$ cat src/rtl/instr_fetch_pkg.sv
`default_nettype none
// ============================================================================
//  Module      : instr_fetch_pkg
//  Description : Shared types and constants for the fetch stage and its
//                fetch/decode pipeline register.
//  Revision    : 1.0 - initial release
// ============================================================================
package instr_fetch_pkg;

    // Bit positions inside the exception vector carried down the pipe
    localparam int EXC_IADDR_MISALIGNED = 0;
    localparam int EXC_IACCESS_FAULT    = 1;

    // Only the low cause bits are ever set by fetch; the rest of the
    // exception vector is zero-extended at the stage boundary.
    localparam int EXC_CAUSE_W = 2;

    // addi x0, x0, 0 - substituted for the instruction word on any fetch fault
    localparam logic [31:0] NOP_INSTR = 32'h0000_0013;

    typedef enum logic [1:0] {
        FETCH = 2'd0,
        WAIT  = 2'd1,
        DRAIN = 2'd2,
        FAULT = 2'd3
    } fetch_state_t;

    typedef struct packed {
        logic [63:0]            pc;
        logic [31:0]            instr;
        logic [EXC_CAUSE_W-1:0] exc;
    } fetch_entry_t;

    // One-hot cause vector with a single bit set at position idx
    function automatic logic [EXC_CAUSE_W-1:0] exc_cause(input int idx);
        logic [EXC_CAUSE_W-1:0] v;
        v      = '0;
        v[idx] = 1'b1;
        return v;
    endfunction

endpackage : instr_fetch_pkg
`default_nettype wire

$ cat src/rtl/instr_fetch.sv
`default_nettype none
// ============================================================================
//  Module      : instr_fetch
//  Description : Front-end fetch stage. Owns the PC, issues one instruction
//                memory request at a time, and delivers (pc, instr, exception)
//                to the fetch/decode register through a one-entry output slot
//                backed by a one-entry skid buffer. Handles redirects and
//                discards responses that belong to a flushed request.
//  Revision    : 1.0 - initial release
// ============================================================================
module instr_fetch
    import instr_fetch_pkg::*;
#(
    parameter logic [63:0] RESET_PC = 64'h0000_0000_8000_0000,
    parameter int          EXC_W    = 16
) (
    input  logic              clk,
    input  logic              rst,
    input  logic              stall,
    input  logic              redirect_valid,
    input  logic [63:0]       redirect_pc,
    output logic              imem_req_valid,
    output logic [63:0]       imem_req_addr,
    input  logic              imem_req_ready,
    input  logic              imem_resp_valid,
    input  logic [31:0]       imem_resp_data,
    input  logic              imem_resp_err,
    output logic              fetch_valid,
    output logic [63:0]       pc_from_fetch,
    output logic [31:0]       instr_from_fetch,
    output logic [EXC_W-1:0]  exception_from_fetch
);

    // ------------------------------------------------------------------
    // Registered state
    // ------------------------------------------------------------------
    fetch_state_t r_state;
    logic [63:0]  r_pc;
    fetch_entry_t r_slot;
    logic         r_slot_valid;
    fetch_entry_t r_skid;
    logic         r_skid_valid;

    // ------------------------------------------------------------------
    // Combinational helpers
    // ------------------------------------------------------------------
    logic         w_pc_aligned;
    logic         w_slot_free;
    logic         w_req_valid;
    logic         w_req_fire;
    logic         w_resp_take;
    logic         w_fault_take;
    logic         w_new_valid;
    fetch_entry_t w_resp_entry;
    fetch_entry_t w_fault_entry;
    fetch_entry_t w_new_entry;

    assign w_pc_aligned = (r_pc[1:0] == 2'b00);

    // The slot can accept an entry when it is empty or being consumed now
    assign w_slot_free  = !r_slot_valid || !stall;

    // Requests are held off while in reset, while a redirect is flushing the
    // front end, and while the skid still owes an entry to the slot.
    assign w_req_valid  = rst && (r_state == FETCH) && w_pc_aligned &&
                          !r_skid_valid && !redirect_valid;
    assign w_req_fire   = w_req_valid && imem_req_ready;

    // Responses only count while a live request is outstanding
    assign w_resp_take  = (r_state == WAIT) && imem_resp_valid;

    // A misaligned PC produces a synthetic faulting entry instead of a
    // request; it waits for the slot (and for any skid entry ahead of it).
    assign w_fault_take = (r_state == FETCH) && !w_pc_aligned &&
                          w_slot_free && !r_skid_valid;

    // Build the entry for an arriving response; faulted fetches carry a NOP
    always_comb begin
        w_resp_entry.pc    = r_pc;
        w_resp_entry.instr = imem_resp_err ? NOP_INSTR : imem_resp_data;
        w_resp_entry.exc   = imem_resp_err ? exc_cause(EXC_IACCESS_FAULT) : '0;
    end

    // Build the entry reported for a misaligned fetch target
    always_comb begin
        w_fault_entry.pc    = r_pc;
        w_fault_entry.instr = NOP_INSTR;
        w_fault_entry.exc   = exc_cause(EXC_IADDR_MISALIGNED);
    end

    assign w_new_valid = w_resp_take || w_fault_take;
    assign w_new_entry = w_resp_take ? w_resp_entry : w_fault_entry;

    // ------------------------------------------------------------------
    // Fetch FSM and program counter; redirect overrides everything else
    // ------------------------------------------------------------------
    always_ff @(posedge clk) begin
        if (!rst) begin
            r_state <= FETCH;
            r_pc    <= RESET_PC;
        end else if (redirect_valid) begin
            r_pc <= redirect_pc;
            // An in-flight request whose response has not yet shown up must
            // have that response swallowed before fetching resumes.
            if ((r_state == WAIT) && !imem_resp_valid) begin
                r_state <= DRAIN;
            end else begin
                r_state <= FETCH;
            end
        end else begin
            case (r_state)
                FETCH: begin
                    if (w_req_fire) begin
                        r_state <= WAIT;
                    end else if (w_fault_take) begin
                        r_state <= FAULT;
                    end
                end
                WAIT: begin
                    if (imem_resp_valid) begin
                        if (imem_resp_err) begin
                            r_state <= FAULT;
                        end else begin
                            r_pc    <= r_pc + 64'd4;
                            r_state <= FETCH;
                        end
                    end
                end
                DRAIN: begin
                    if (imem_resp_valid) begin
                        r_state <= FETCH;
                    end
                end
                FAULT: begin
                    r_state <= FAULT;
                end
                default: begin
                    r_state <= FETCH;
                end
            endcase
        end
    end

    // ------------------------------------------------------------------
    // Output slot and skid buffer; skid drains ahead of any new entry
    // ------------------------------------------------------------------
    always_ff @(posedge clk) begin
        if (!rst) begin
            r_slot       <= '0;
            r_slot_valid <= 1'b0;
            r_skid       <= '0;
            r_skid_valid <= 1'b0;
        end else if (redirect_valid) begin
            r_slot_valid <= 1'b0;
            r_skid_valid <= 1'b0;
        end else if (w_slot_free) begin
            if (r_skid_valid) begin
                r_slot       <= r_skid;
                r_slot_valid <= 1'b1;
                r_skid_valid <= 1'b0;
            end else if (w_new_valid) begin
                r_slot       <= w_new_entry;
                r_slot_valid <= 1'b1;
            end else begin
                r_slot_valid <= 1'b0;
            end
        end else if (w_resp_take) begin
            // Slot is full and stalled: park the response. The skid is
            // guaranteed empty here because a full skid blocks new requests.
            r_skid       <= w_resp_entry;
            r_skid_valid <= 1'b1;
        end
    end

    // ------------------------------------------------------------------
    // Outputs
    // ------------------------------------------------------------------
    assign imem_req_valid   = w_req_valid;
    assign imem_req_addr    = r_pc;
    assign fetch_valid      = r_slot_valid;
    assign pc_from_fetch    = r_slot.pc;
    assign instr_from_fetch = r_slot.instr;

    generate
        if (EXC_W > EXC_CAUSE_W) begin : g_exc_wide
            assign exception_from_fetch = {{(EXC_W-EXC_CAUSE_W){1'b0}}, r_slot.exc};
        end else begin : g_exc_narrow
            assign exception_from_fetch = r_slot.exc[EXC_W-1:0];
        end
    endgenerate

endmodule : instr_fetch
`default_nettype wire

$ cat config.mk
export PLATFORM = sky130hd
export DESIGN_NAME = instr_fetch
export DESIGN_NICKNAME = d
export VERILOG_FILES = /design/src/rtl/instr_fetch_pkg.sv /design/src/rtl/instr_fetch.sv
export SDC_FILE = /design/constraint.sdc
export NUM_CORES = 1
export LEC_CHECK = 0
export ABC_AREA = 1
export ABC_CLOCK_PERIOD_IN_PS = 1800
export CELL_PAD_IN_SITES_DETAIL_PLACEMENT = 1
export CELL_PAD_IN_SITES_GLOBAL_PLACEMENT = 2
export CORE_ASPECT_RATIO = 0.9
export CORE_MARGIN = 10
export CORE_UTILIZATION = 28
export DETAILED_ROUTE_END_ITERATION = 16
export GPL_TIMING_DRIVEN = 0
export PLACE_DENSITY_LB_ADDON = 0.15
export SETUP_SLACK_MARGIN = 0.05
export SLEW_MARGIN = 30
export SYNTH_ARGS = -nofsm -noshare
export SYNTH_HDL_FRONTEND = slang
export SYNTH_SLANG_ARGS = --single-unit
export TNS_END_PERCENT = 5
$ cat constraint.sdc
create_clock -name clk -period 1.8 [get_ports clk]
set_input_delay 0.36 -clock clk [delete_from_list [all_inputs] [get_ports clk]]
set_output_delay 0.36 -clock clk [all_outputs]
set_load 0.02 [all_outputs]
==> summary.md, run 1 <==
| Metric | Value |
|---|---|
| Outcome | `finished with violations` |
| Failing checks | `negative setup slack` |
| Setup Skew | `0.02126 ns` |
| Final Instance Count excl. Fillers | `2,875` |
| CTS H-tree depth | `2` |
| IO Pins | `281` |
| Chip Width | `246.9 um` |
| Leak | `7.869 nW` |
| Multi-input logic area | `6670 um2` |
| Worst Path Required | `1.44 ns` |
| Pre-antenna DRT Iters | `5` |
| Initial Util | `0.2842` |
| Worst path slowest cell | `dfxtp_4` |
| Warnings from Yosys | `0` |
| Synth Area in Simple Gates | `0.2475` |
| DP HPWL | `50.36 mm` |
| Slew @ Worst Pin | `0.8914 ns` |
| Slew headroom | `0.4058` |
| CTS tree | `built` |
| XOR/XNOR share of the synthesized area | `0.007425` |
| Placed Instances | `2,744` |
| Longest Clk Path Bufs | `3` |
| Pwr Density | `893.9 nW/um2` |
| Post-Syn Area | `12,970 um2` |
| Vias in the first global route | `14,905` |
| Reg2Reg Depth | `9` |
| WHS | `0.1942 ns` |
| Core area | `45,650 um2` |
| Area growth syn-to-layout | `44.91%` |
| Area fraction in compound gates after synthesis | `0.2173` |
| Later-pin clock latency in the skew report | `0.53 ns` |
| Util after Layout | `0.4119` |
| DRC viols | `0` |
| Worst path cell trace | `nor2_4, inv_2, nor4_4, buf_4` |
| Filler Cell Count | `5,595` |
| Commonest non-fill, non-tap cells in the layout | `nand2_1, buf_4, dfxtp_1` |
| Initial DRC count | `825` |
| Most common cell after layout, fill and taps aside | `nand2_1` |
| Routed via count | `14,460` |
| CP max stage delay | `0.37 ns` |
| Fmax | `0.5322 GHz` |
| Reg area | `5454 um2` |
| Clock Sinks | `263` |
| Via/cell ratio | `5.030` |
| Seq/Total Area, Yosys | `0.4058` |
| Max VDD drop | `0.4319 mV` |
| Hold/Removal Path Class | `input port to flip-flop` |
| Die height | `224.2 um` |
| Fin crit period | `1.879 ns` |
| Unrepaired setup endpoints after global routing | `true` |
| Root buffer cell | `clkbuf_16` |
| Worst Hold Depth | `4` |
| Synth unique cells | `40` |
| Syn Inst Count | `1,859` |
| Synth Area in Adders | `0.0009643` |
| Crit Path Category | `flip-flop to primary output` |
| CTS buffer count | `34` |
| # port buffers | `264` |
| Peak fanout along the critical path | `5` |
| Overflow after GRT | `0` |
| Setup ws final | `-0.07886 ns` |
| Final setup viols | `77` |
| Setup TNS Final | `-1.615 ns` |
| Nets | `2,346` |
| Total GRT Usage | `0.2293` |
| Worst Setup End Kind | `primary output` |
| Initial antenna violation count | `1` |
| Post-synthesis register bit count | `263` |
| CP startpoint kind | `flip-flop` |
| Max Cap Viol | `0` |
| Post-DRT Antenna Nets | `0` |
| Max Slew Vio Count | `0` |
| Mux contribution to synthesized area | `0` |
| Final worst-path cycle share | `1.044` |
| Routability Congestion | `0.9157` |
| Clock-pin slew on the worst setup and hold paths | `0.06 ns` |
| Mean Syn Cell Area | `6.980 um2` |
| CTS Hold Bufs | `0` |
| CP arrival | `1.52 ns` |
| FP Rows | `74` |
| Post-Route WL | `66.39 mm` |
| Total power draw | `16.81 mW` |
| Die ar. | `55,360 um2` |
| Ratio of cells with drive above 1 in the final layout | `0.2396` |
| Fin. Hold Viols | `0` |
| Pin count of the biggest net entering global routing | `12` |
| Largest family of logic cells by synthesized area | `simple AND/OR/NAND/NOR gates` |
| DR WL/cell | `23.09 um` |
| Global-route wire length before repair | `96.65 mm` |
==> final timing paths <==
kind	from	endpoint	slack, ns
max	r_state[1]$_SDFFE_PN0P_	imem_req_valid	-0.08
min	rst	r_skid[35]$_SDFFE_PN0P_	0.19
max reg2reg	r_state[0]$_SDFFE_PN0P_	r_skid[96]$_SDFFE_PN0P_	-0.07
min reg2reg	r_skid[22]$_SDFFE_PN0P_	instr_from_fetch[20]$_SDFFE_PN0P_	0.48
==> cells in the mapped netlist <==
cell      number  share of area
o21ai_1       83          0.032
a211oi_2       3         0.0029
nor2_1       188          0.054
a21oi_1      124          0.048
o211ai_1       3         0.0017
nor2_2        12         0.0058
a32o_1         4         0.0031
and3_1         1        0.00048
nand4_1       18         0.0087
and2_1         3         0.0014
dfxtp_1      263           0.41
inv_1        104          0.030
nor4_1         4         0.0019
o21ai_0      177          0.068
clkbuf_2       1        0.00039
a21boi_1       1        0.00058
a221oi_1       1        0.00068
a211oi_1       4         0.0023
nor3_1         6         0.0023
buf_4         82          0.047
nand3_1       82          0.032
nor2_8         2         0.0031
nand2_2        9         0.0043
clkbuf_1      65          0.019
o311ai_0       1        0.00068
buf_2         39          0.015
a31oi_1       97          0.047
nand3b_1       2         0.0012
clkinv_1       1        0.00029
nor3_4         1         0.0013
a22oi_1       17         0.0098
nor2_4         9         0.0078
nand2_1      417           0.12
buf_6          6         0.0052
inv_2         12         0.0035
nand2_4        3         0.0026
ha_1           1        0.00096
conb_1         1        0.00029
o31ai_1        1        0.00058
xor2_1        11         0.0074
==> critical path, delay by kind of cell (launching register included) <==
family	cells	cell delay (ns)
buf+inv	2	0.25
simple gates	2	0.37
flops	1	0.37
==> power by group <==
part / internal, mW / switching (mW) / total (mW)
clock network: 4.29 / 2.81 / 7.10
logic: 1.27 / 1.87 / 3.14
registers: 6.20 / 0.364 / 6.57
==> cell families (layout without fill, tap and decap cells) <==
logic type | after synthesis | after routing
AO/OA/AOI/OAI | 516 | 516
adder cells (fa/ha/maj) | 1 | 1
XOR/XNOR | 11 | 11
AND/OR/NAND/NOR | 757 | 757
buffers and inverters | 310 | 704
flip-flops | 263 | 263
other | 1 | 15
==> per-layer routing <==
| metal | share of wire | global-route usage | vias up |
|---|---|---|---|
| met4 | 0.023 | 0.06011 | 0 |
| met2 | 0.46 | 0.3696 | 348 |
| met5 | 0 | 0 | - |
| li1 | - | - | 6904 |
| met3 | 0.051 | 0.03531 | 85 |
| met1 | 0.47 | 0.3128 | 7123 |
==> repair_timing <==
action / CTS / global route
buffers inserted: 18 / 52
gates resized for setup: 446 / 134
endpoints found under the setup margin: 423 / 246
pin swaps: 11 / 37
==> layout make-up <==
cell class,instances,area share
Inverter,117,0.02542
Multi-Input combinational cell,1299,0.3548
Clock buffer,49,0.05310
Buffer,193,0.07287
Antenna cell,1,0.0001331
Tap cell,608,0.04046
Sequential cell,263,0.2901
Timing Repair Buffer,334,0.1559
Clock inverter,11,0.007254
==> sequential cells by signal, indices dropped and copies added (netlist names) <==
register              flops
r_skid                   97
imem_req_addr            64
pc_from_fetch            64
instr_from_fetch         32
exception_from_fetch      2
r_state                   2
fetch_valid               1
r_skid_valid              1
==> metrics by stage <==
stage | setup slack [ns] | area (um2)
floorplan | 0.07673 | 13040
global placement | -1.414 | 16440
detailed placement | -1.439 | 16440
CTS | -0.1621 | 17970
global route | -0.1763 | 18800
finish | -0.07886 | 18800
Power figures use the tool's default switching activity.
==> run 2: changes to the inputs <==
RECOVER_POWER = 50   (was default)
==> results of run 2 <==
The final DEF is identical to that of run 1; final timing and power are the same.
==> run 3: changes to the inputs <==
TNS_END_PERCENT = 30   (was 5)
==> run 3 against run 2 <==
  * The run still ends with negative setup slack left
  * Largest power group unchanged
  * Highest routed layer unchanged
  * Register-to-register slack improved by 0.07 ns
  * Critical path type is now input port to primary output
  * Critical path depth rose by 3
  * Die area stayed put
  * Core utilization up 1.9 points
==> summary.md, run 3 (same netlist as run 1, synthesis figures left out) <==
| Metric | Value |
|---|---|
| Outcome | `finished with violations (unchanged)` |
| Failing checks | `negative setup slack (unchanged)` |
| Slew @ Worst Pin | `0.9032 ns (was 0.8914 ns)` |
| Total GRT Usage | `0.2328 (was 0.2293)` |
| Clock-pin slew on the worst setup and hold paths | `0.06 ns (about the same)` |
| Setup ws final | `-0.1480 ns (was -0.07886 ns)` |
| Pwr Density | `877.6 nW/um2 (was 893.9 nW/um2)` |
| DRC viols | `0 (unchanged)` |
| Max VDD drop | `0.4464 mV (was 0.4319 mV)` |
| WHS | `0.3407 ns (was 0.1942 ns)` |
| Max Slew Vio Count | `0 (unchanged)` |
| Most common cell after layout, fill and taps aside | `nand2_1 (unchanged)` |
| Initial DRC count | `862 (was 825)` |
| Routed via count | `14,766 (was 14,460)` |
| Crit Path Category | `input port to primary output (was flip-flop to primary output)` |
| CTS Hold Bufs | `0 (unchanged)` |
| Pre-CTS setup slack | `-1.439 ns (unchanged)` |
| Area growth syn-to-layout | `51.48% (was 44.91%)` |
| Fin. Hold Viols | `0 (unchanged)` |
| Final Instance Count excl. Fillers | `2,891 (was 2,875)` |
| Clock Sinks | `263 (unchanged)` |
| Unrepaired setup endpoints after global routing | `true (unchanged)` |
| IO Pins | `281 (unchanged)` |
| Worst Path Required | `1.44 ns (about the same)` |
| Global-route wire length before repair | `97.91 mm (was 96.65 mm)` |
| Die ar. | `55,360 um2 (unchanged)` |
| Total power draw | `17.25 mW (was 16.81 mW)` |
| Via/cell ratio | `5.108 (was 5.030)` |
| Peak fanout along the critical path | `10 (was 5)` |
| CTS H-tree depth | `2 (unchanged)` |
| Worst Setup End Kind | `primary output (unchanged)` |
| DP HPWL | `50.36 mm (unchanged)` |
| Root buffer cell | `clkbuf_16 (unchanged)` |
| Hold/Removal Path Class | `input port to flip-flop (unchanged)` |
| Die height | `224.2 um (unchanged)` |
| Fmax | `0.5133 GHz (was 0.5322 GHz)` |
| Post-Route WL | `68.84 mm (was 66.39 mm)` |
| CTS tree | `built (unchanged)` |
| Commonest non-fill, non-tap cells in the layout | `nand2_1, buf_4, dfxtp_1 (unchanged)` |
| Leak | `8.216 nW (was 7.869 nW)` |
| FP Rows | `74 (unchanged)` |
| Ratio of cells with drive above 1 in the final layout | `0.2734 (was 0.2396)` |
| Overflow after GRT | `0 (unchanged)` |
| Pre-antenna DRT Iters | `5 (unchanged)` |
| DR WL/cell | `23.81 um (was 23.09 um)` |
| CP arrival | `1.59 ns (was 1.52 ns)` |
| Initial Util | `0.2842 (unchanged)` |
| Slew headroom | `0.3979 (was 0.4058)` |
| # port buffers | `264 (unchanged)` |
| Post-DRT Antenna Nets | `0 (unchanged)` |
| Most flops, register | `r_skid (unchanged)` |
| CP startpoint kind | `input port (was flip-flop)` |
| Initial antenna violation count | `1 (unchanged)` |
| Later-pin clock latency in the skew report | `0.54 ns (was 0.53 ns)` |
| Longest Clk Path Bufs | `3 (unchanged)` |
| Routability Congestion | `0.9157 (unchanged)` |
| Setup TNS Final | `-0.1480 ns (was -1.615 ns)` |
| Pin count of the biggest net entering global routing | `12 (unchanged)` |
| Core area | `45,650 um2 (unchanged)` |
| Max reg flops | `97 (unchanged)` |
| Chip Width | `246.9 um (unchanged)` |
| Placed Instances | `2,744 (unchanged)` |
| CTS buffer count | `34 (unchanged)` |
| Nets | `2,362 (was 2,346)` |
| Final setup viols | `1 (was 77)` |
| Setup Skew | `0.02032 ns (was 0.02126 ns)` |
| Fin crit period | `1.948 ns (was 1.879 ns)` |
| Max Cap Viol | `0 (unchanged)` |
| Final worst-path cycle share | `1.082 (was 1.044)` |
| Vias in the first global route | `15,016 (was 14,905)` |
run 3: critical path, cell delays in order:
cell and delay (ns):
clkdlybuf4s15_1 0.22, inv_4 0.11, nor2_4 0.11, clkbuf_8 0.15
clkinvlp_4 0.11, nor4_4 0.33, buf_4 0.20
run 3: final timing paths:
path	start	cells past startpoint	slack [ns]	endpoint
hold reg to reg	r_skid[61]$_SDFFE_PN0P_	2	0.48	pc_from_fetch[27]$_SDFFE_PN0P_
setup reg to reg	imem_req_addr[1]$_SDFFE_PN0P_	10	0	pc_from_fetch[48]$_SDFFE_PN0P_
setup / recovery	rst	7	-0.15	imem_req_valid
hold / removal	rst	3	0.34	r_skid[34]$_SDFFE_PN0P_
run 3: power by group:
part | switching [mW] | internal, mW
sequential | 0.388 | 6.20
combinational | 2.00 | 1.53
clock | 2.84 | 4.29
run 3: timing repair:
item	4_1_cts	5_1_grt
gates resized for setup	506	251
endpoints found under the setup margin	423	251
pin swaps	33	60
gates cloned	3	8
setup buffers	28	50
run 3: metal layers:
| layer | vias to the layer above | part of all wire | track usage |
|---|---|---|---|
| met5 | - | 0 | 0 |
| met4 | 0 | 0.024 | 0.06624 |
| met3 | 89 | 0.059 | 0.03400 |
| met2 | 407 | 0.46 | 0.3738 |
| met1 | 7333 | 0.45 | 0.3180 |
| li1 | 6937 | - | - |
run 3: layout make-up:
class	count	area (um2)
buffer	190	1538
timing repair buffer	353	3323
multi-input combinational	1299	6943
sequential	263	5460
clock buffer	49	998.5
fill	5529	25990
antenna	1	2.502
inverter	117	491.7
tap	608	760.7
clock inverter	11	136.4
run 3: metrics by stage:
step           cell area [um2]    util
2_1_floorplan            13040       -
3_3_place_gp             16440  0.3602
3_5_place_dp             16440  0.3602
4_1_cts                  18380  0.4027
5_1_grt                  19650  0.4306
6_report                 19650  0.4306
